## src/rtl/matrix_result_streamer.sv

```systemverilog
// matrix_result_streamer
//   Snapshots the N*N parallel result words of the matrix-inverse core on a
//   capture pulse and streams them out one word per valid/ready handshake,
//   tagged with source row/column and a last flag. Optional transpose gives
//   column-major order.
//
// Ports
//   clk          rising-edge clock
//   reset        asynchronous, active-low reset
//   in_flat      N*N*W packed words, element k = row*N+col at [k*W +: W]
//   capture      one-cycle request to snapshot in_flat and start streaming
//   transpose    sampled with capture; 1 = column-major emission
//   out_data     current element
//   out_valid    out_data/out_row/out_col/out_last are valid
//   out_ready    consumer accepts when out_valid & out_ready
//   out_row      source row of out_data
//   out_col      source column of out_data
//   out_last     high with the final (N*N-th) element
//   busy         high while the stream is in progress
//   done         one-cycle pulse the cycle after the final transfer
//   capture_err  one-cycle pulse after a capture that arrived mid-stream
module matrix_result_streamer #(
  parameter int N  = 5,
  parameter int W  = 16,
  parameter int IW = 3
) (
  input  logic              clk,
  input  logic              reset,
  input  logic [N*N*W-1:0]  in_flat,
  input  logic              capture,
  input  logic              transpose,
  output logic [W-1:0]      out_data,
  output logic              out_valid,
  input  logic              out_ready,
  output logic [IW-1:0]     out_row,
  output logic [IW-1:0]     out_col,
  output logic              out_last,
  output logic              busy,
  output logic              done,
  output logic              capture_err
);

  localparam int NN = N * N;
  localparam int AW = $clog2(NN);

  typedef enum logic [1:0] {
    IDLE   = 2'd0,
    STREAM = 2'd1,
    DONE   = 2'd2
  } state_t;

  state_t          state_q, state_d;
  logic [W-1:0]    snap_q [NN];
  logic            tr_q;
  logic [IW-1:0]   outer_q, inner_q;
  logic            err_q;

  logic            fire;
  logic            at_end;
  logic [AW-1:0]   idx;

  assign fire   = out_valid && out_ready;
  assign at_end = (outer_q == IW'(N - 1)) && (inner_q == IW'(N - 1));

  // State register.
  // NOTE: sequential state uses non-blocking assignments so every flop
  // samples the pre-edge value of its inputs regardless of process order.
  always_ff @(posedge clk or negedge reset) begin
    if (!reset) state_q <= IDLE;
    else        state_q <= state_d;
  end

  // Next-state logic.
  // NOTE: state_d takes its default before the case so no path leaves it
  // unassigned, which would otherwise infer a latch.
  always_comb begin
    state_d = state_q;
    unique case (state_q)
      IDLE:    if (capture)        state_d = STREAM;
      STREAM:  if (fire && at_end) state_d = DONE;
      DONE:                        state_d = IDLE;
      default:                     state_d = IDLE;
    endcase
  end

  // Outputs. Counters sit at (0,0) outside STREAM, and out_data is gated so
  // idle cycles never expose stale snapshot contents.
  always_comb begin
    out_valid = (state_q == STREAM);
    busy      = (state_q == STREAM);
    done      = (state_q == DONE);
    out_row   = tr_q ? inner_q : outer_q;
    out_col   = tr_q ? outer_q : inner_q;
    out_last  = out_valid && at_end;
    idx       = AW'(out_row) * AW'(N) + AW'(out_col);
    out_data  = out_valid ? snap_q[idx] : '0;
  end

  assign capture_err = err_q;

  // Snapshot buffer, emission counters and error pulse.
  // NOTE: the snapshot buffer is cleared on reset so out_data is defined
  // from the first cycle; it is small enough to live in flops, not RAM.
  always_ff @(posedge clk or negedge reset) begin
    if (!reset) begin
      for (int k = 0; k < NN; k++) snap_q[k] <= '0;
      tr_q    <= 1'b0;
      outer_q <= '0;
      inner_q <= '0;
      err_q   <= 1'b0;
    end else begin
      err_q <= capture && (state_q == STREAM);
      if (state_q == IDLE && capture) begin
        for (int k = 0; k < NN; k++) snap_q[k] <= in_flat[k*W +: W];
        tr_q    <= transpose;
        outer_q <= '0;
        inner_q <= '0;
      end else if (state_q == STREAM && fire) begin
        if (inner_q == IW'(N - 1)) begin
          inner_q <= '0;
          // Wrap outer on the last element so IDLE always shows (0,0).
          outer_q <= at_end ? '0 : outer_q + 1'b1;
        end else begin
          inner_q <= inner_q + 1'b1;
        end
      end
    end
  end

endmodule
```

## config.mk

```make
export PLATFORM = sky130hd
export DESIGN_NAME = matrix_result_streamer
export DESIGN_NICKNAME = d
export VERILOG_FILES = /design/src/rtl/matrix_result_streamer.sv
export SDC_FILE = /design/constraint.sdc
export NUM_CORES = 1
export LEC_CHECK = 0
export ABC_AREA = 1
export CAP_MARGIN = 20
export CORE_ASPECT_RATIO = 1.2
export CORE_MARGIN = 3
export CORE_UTILIZATION = 57
export CTS_BUF_LIST = sky130_fd_sc_hd__clkbuf_8
export CTS_CLUSTER_SIZE = 20
export DETAILED_ROUTE_END_ITERATION = 8
export GPL_ROUTABILITY_DRIVEN = 0
export GPL_TIMING_DRIVEN = 1
export PLACE_DENSITY = 0.85
export SYNTH_ARGS = -nofsm -noshare
export SYNTH_HDL_FRONTEND = slang
export SYNTH_SLANG_ARGS = --single-unit
export TNS_END_PERCENT = 30
```

## constraint.sdc

```tcl
create_clock -name clk -period 6.5 [get_ports clk]
set_input_delay 1.3 -clock clk [delete_from_list [all_inputs] [get_ports clk]]
set_output_delay 1.3 -clock clk [all_outputs]
set_load 0.05 [all_outputs]
```

## After elaboration in Yosys (flattened, before gate mapping)

Index checks and enable logic that the tools add are counted.

| storage, ports and cells | value |
|---|---|
| output and inout bits | 27 |
| input bits | 405 |
| register bits after elaboration | 410 |
| logic and storage cells | 70 |

| cells by class | value |
|---|---|
| eq/ne operators | 6 |
| bitwise gates (word level) | 1 |
| add/subtract/negate cells | 3 |
| magnitude comparators | 1 |
| multipliers | 1 |
| mux-type cells | 16 |
| reduce and logical (&&, ||, !) cells | 12 |

Operators with widths:

| kind | count |
|---|---|
| $bmux 16 s5 | 1 |
| $mux 16 | 3 |
| $mux 3 | 9 |
| $logic_and 1x1->1 | 7 |
| $add 3x1->3 const B | 2 |
| $eq 3x3->1 const B | 2 |
| $ge 6x6->1 const B | 1 |
| $not 5->6 | 1 |
| $add 5x3->5 | 1 |
| $mul 3x3->5 const B | 1 |
| $mux 2 | 2 |
| $pmux 2 s2 | 1 |
| $reduce_and 2->1 | 2 |
| $reduce_bool 2->1 | 2 |
| $eq 2x1->1 const B | 1 |
| $eq 2x2->1 const B | 1 |
| $logic_not 2->1 | 1 |
| $ne 2x1->1 const B | 1 |
| $ne 2x2->1 const B | 1 |

## Logic depth before layout (Yosys ltp)

| depth | value |
|---|---|
| depth after elaboration | 8 |
| depth in mapped cells | 16 |
| mapped depth without buffers | 15 |

## Least setup slack after synthesis

Ideal clock, no wire load.

| timing path | value |
|---|---|
| path kind | register -> output |
| from | reg tr_q |
| to | out out_data[0] |
| buffers on the path | 3 |
| cell stages (with the launch flop) | 14 |
| data arrival time | 4.444 ns |
| slack | 0.756 ns |
| data required time | 5.200 ns |
| cells stage by stage | dfrtp_1 -> clkbuf_1 -> o21ai_0 -> ha_1 -> ha_1 -> inv_1 -> fa_1 -> inv_1 -> clkbuf_1 -> buf_2 -> nand3_1 -> nand3_1 -> a21oi_1 -> nor2_1 |

| between the ends | value |
|---|---|
| longest elaborated chain between the ends | 8 |
| elaborated cells between the ends (all ways) | 9 |
| those cells by class | add/sub: 1; mul: 1; mux: 6; bitwise: 1 |

Ends and longest elaborated chain:

| element | RTL line | RTL |
|---|---|---|
| start: declaration | 54 | `logic tr_q;` |
| start signal: assignment | 115 | `tr_q <= transpose;` |
| $mux 3 | 92 | `out_row = tr_q ? inner_q : outer_q;` |
| named net out_row[0] | 35 | `output logic [IW-1:0] out_row,` |
| $mul 3x3->5 | 95 | `idx = AW'(out_row) * AW'(N) + AW'(out_col);` |
| $add 5x3->5 | 95 |  |
| $not 5->6 (not written as such) | 96 | `out_data = out_valid ? snap_q[idx] : '0;` |
| $bmux 16 s5 | 96 |  |
| $mux 16 (not written as such) (2 in a row) | 96 |  |
| $mux 16 | 96 |  |
| end: declaration | 32 | `output logic [W-1:0] out_data,` |

The timed path passes the listed nets, and every way through them passes these cells. The select of a mux whose other input is x is not followed.

## Final worst setup path

| timing path | value |
|---|---|
| from | reg outer_q[0] |
| to | out out_data[2] |

| between the ends | value |
|---|---|
| longest elaborated chain between the ends | 8 |
| elaborated cells between the ends (all ways) | 9 |
| those cells by class | add/sub: 1; mul: 1; mux: 6; bitwise: 1 |

Ends and longest elaborated chain:

| element | RTL line | RTL |
|---|---|---|
| start: declaration | 55 | `logic [IW-1:0] outer_q, inner_q;` |
| start signal: assignment | 122 | `outer_q <= at_end ? '0 : outer_q + 1'b1;` |
| $mux 3 | 92 |  |
| $mul 3x3->5 | 95 |  |
| $add 5x3->5 (*) | 95 |  |
| $not 5->6 (not written as such) (*) | 96 |  |
| $bmux 16 s5 (*) | 96 |  |
| $mux 16 (not written as such) (*) (2 in a row) | 96 |  |
| $mux 16 (*) | 96 |  |

Every way passes the cells marked *; elsewhere a longest branch is shown, timed or not. The select of a mux whose other input is x is not followed.

==> results.txt <==
----------------------------------------------------
[Logic synthesis]
  Number of flip-flops and latches in the synthesized netlist ... 410
  Most area-consuming cells after synthesis ... sky130_fd_sc_hd__dfrtp_1 (52%), sky130_fd_sc_hd__nand2_1 (31%), sky130_fd_sc_hd__nand3_1 (6.6%)
  Synth top area share ... 0.517
  Post-Syn Area ... 0.0198 mm^2
  Top-count cell post-synth ... sky130_fd_sc_hd__nand2_1
  Main flop type after synthesis ... sky130_fd_sc_hd__dfrtp_1
  Netlist cell types ... 28
  Cell types with the highest counts after synthesis ... sky130_fd_sc_hd__nand2_1 (1,633), sky130_fd_sc_hd__dfrtp_1 (410), sky130_fd_sc_hd__nand3_1 (261)
  Synth Warn # ... 0
  Synthesized area per cell ... 7.23 um^2
  Proportion of synthesized chip area in sequential cells ... 0.517
  Synthesized net count ... 3,164
  Library cell occupying the most area in the post-synthesis netlist ... sky130_fd_sc_hd__dfrtp_1
  EDFF count, synth ... 0
  Asr flop ratio synth ... 1.00
  Post-Synthesis Cells ... 2,746

[Layout]
  Layout cells sized above 1 ... 0.0419
  Util after Layout ... 0.744
  Net total in the final layout ... 3,513
  Relative area change from synthesis to final layout ... 28.0%

[Routing]
  Total Wirelength ... 68,700 um
  # DRC ... 0
  Drt via density ... 5.61
  Wire per inst ... 19.2 um
  Vias post-DR ... 20.1k
  Antenna viol nets, final ... 0
  1st-iter DRT viols ... 2,500
  First-pass iteration count of the detailed router ... 6

[Status]
  Result of the run ... finished, final reports clean

[Setup path]
  Series of cell instances along the critical path ... inv_1 > o21ai_0 > ha_1 > ha_1 > inv_1 > fa_2 > inv_2 > nand3_1 > nor2_1 > nor2_1 > nor2_1 > nor2_1 > clkdlybuf4s50_1
  Required time of the worst setup path ... 5.20 ns
  Buffers plus inverters on the worst setup path ... 4
  CP Capture Type ... output pin
  Category of the most critical setup path ... flip-flop to output pin
  Crit start category ... flip-flop
  Highest fanout seen on the critical path ... 36
  Crit path top cell by count ... sky130_fd_sc_hd__nor2_1
  Largest delay contributor family on the critical path ... buffers and inverters
  Cell with the largest stage delay on the worst path ... sky130_fd_sc_hd__clkdlybuf4s50_1
  CP max stage delay ... 0.89 ns
  Data arrival at the endpoint of the critical path ... 5.01 ns

[Global route]
  Antenna violations before repair ... 5
  Maximum number of pins on one net before global-route repair ... 221
  Global routing's busiest layer ... met2
  Global-route wire length before repair ... 105,000 um
  Global-route congestion overflow total ... 0
  GRT Overall Usage ... 0.364
  GR met1 Demand/Resource ... 0.454
  GR Layer Usage met3 ... 0.0861
  Number of global-route vias before repair ... 19.7k
  GR Util met2 ... 0.568

[CTS]
  Master cell of the clock root buffer ... sky130_fd_sc_hd__clkbuf_8
  Clock transition at the registers of the reported paths ... 0.07 ns
  Bufs on Longest Clock Path ... 3
  Number of clock buffers inserted by TritonCTS ... 66
  Worst-skew pair later-pin latency ... 0.62 ns
  H-tree levels ... 3
  Clock Sinks ... 410
  Clock tree from TritonCTS ... done

[Timing]
  Max-slew violation total from the final report ... 0
  Total negative slack ... 0 ns
  FMAX ... 159 MHz
  Worst slew slack as a fraction of its limit ... 0.316
  Final clock skew ... 0.0321 ns
  Final hold violation count ... 0
  Hold Slack ... 0.469 ns
  Worst Tran Pin Value ... 1.03 ns
  Tcrit/Tclk final ... 0.970
  RSZ-0062 raised after global routing ... no
  Finish-stage setup viols ... 0
  Post-route worst setup slack ... 0.195 ns
  Final period demand of the worst path ... 6.31 ns

[Job]
  Max Cap Violations ... 0

[Place]
  Port Buffers ... 431
  HPWL after detailed placement ... 48,300 um
  Post-placement worst setup slack ... 0.908 ns

[Die]
  Vert. Die Dim ... 210 um
  Die Wd ... 176 um
  Initial Util ... 0.581
  Boundary Pins ... 432
  Die area ... 0.0371 mm^2
  Core region area ... 0.0342 mm^2
  Row Count ... 74

[Hold path]
  Min-Delay Path Class ... flip-flop to flip-flop

----------------------------------------------------
-- layout by cell type, fill, tap and decap left out --
master                               n
sky130_fd_sc_hd__nand2_1          1633
sky130_fd_sc_hd__clkdlybuf4s50_1   423
sky130_fd_sc_hd__dfrtp_1           410
sky130_fd_sc_hd__nand3_1           261
sky130_fd_sc_hd__nor2_1            137
sky130_fd_sc_hd__clkbuf_8           77
sky130_fd_sc_hd__o21ai_0            59
sky130_fd_sc_hd__inv_1              47
sky130_fd_sc_hd__buf_4              21
sky130_fd_sc_hd__ha_1               10
sky130_fd_sc_hd__buf_12              7
sky130_fd_sc_hd__a21oi_1             5
sky130_fd_sc_hd__clkinv_2            5
sky130_fd_sc_hd__o21ai_1             4
sky130_fd_sc_hd__diode_2             3
sky130_fd_sc_hd__nand4_1             3
sky130_fd_sc_hd__clkinvlp_4          3
sky130_fd_sc_hd__inv_2               2
sky130_fd_sc_hd__ha_4                2
sky130_fd_sc_hd__bufinv_16           2
sky130_fd_sc_hd__o21ai_2             1
sky130_fd_sc_hd__a22oi_1             1
sky130_fd_sc_hd__nor3_1              1
sky130_fd_sc_hd__nor2_2              1
sky130_fd_sc_hd__inv_6               1
sky130_fd_sc_hd__inv_4               1
sky130_fd_sc_hd__xnor2_4             1
sky130_fd_sc_hd__nand3b_1            1
sky130_fd_sc_hd__nor2_4              1
sky130_fd_sc_hd__nand3_2             1
sky130_fd_sc_hd__nor3_4              1
sky130_fd_sc_hd__inv_8               1
sky130_fd_sc_hd__fa_2                1
sky130_fd_sc_hd__buf_8               1
sky130_fd_sc_hd__buf_16              1
sky130_fd_sc_hd__dlymetal6s2s_1      1
-- path summary, 6_finish.rpt --
path	from	slack (ns)	depth (start not counted)	end
max in group asynchronous	reset	4.24	2	snap_q[80]
hold / removal	snap_q[238]	0.47	2	snap_q[238]
setup / recovery	outer_q[0]	0.19	13	out_data[2]
hold reg to reg	snap_q[238]	0.47	2	snap_q[238]
setup reg to reg	state_q[0]	3.77	5	snap_q[86]
min in group asynchronous	reset	0.76	1	snap_q[236]
-- final cells by class --
cell class | count | area (um^2)
inverters | 39 | 165
flip-flops and latches | 410 | 10300
well taps | 456 | 571
repair buffers | 454 | 4590
fillers | 2531 | 8760
diodes | 3 | 7.51
clock buffers | 77 | 1060
clock inverters | 23 | 153
multi-input cells | 2124 | 8610
-- timing repair --
item	in CTS	in global routing
hold buffers	0	0
buffers inserted	0	0
hold endpoints to repair	0	0
setup endpoints to repair	0	2
gates resized for setup	0	2
-- cells by family (layout without fill, tap and decap cells) --
logic type	after synthesis	in the layout	synth area share
xor+xnor	1	1	0.00139
simple gates	2040	2040	0.404
flops	410	410	0.517
fa+ha+maj	13	13	0.00857
other cells	0	3	0
buf+inv	212	593	0.0512
compound gates	70	70	0.0180
-- metrics by stage --
stage | cells | instance area, um^2
after global placement | 3482 | 24200
after global routing | 3584 | 25400
after floorplan | 2746 | 19800
final | 3586 | 25400
after detailed placement | 3482 | 24200
after CTS | 3582 | 25400
-- worst min-delay path: cells and delay by family, from the launching register on --
family | cells | cell delay, ns
flops | 1 | 0.34
simple gates | 2 | 0.10
-- registers in the layout, indices dropped and copies added (netlist names) --
signal / flops
tr_q: 1
inner_q: 3
capture_err: 1
state_q: 2
snap_q: 400
outer_q: 3
-- routing by layer --
metal,part of all wire,vias up
li1,-,9146
met1,0.37,9364
met2,0.46,1344
met3,0.097,265
met4,0.072,4
met5,0.00031,-
Power is left out: the tool's default activity adds up to more than one toggle a clock period on the data nets, which glitch-free logic cannot reach.
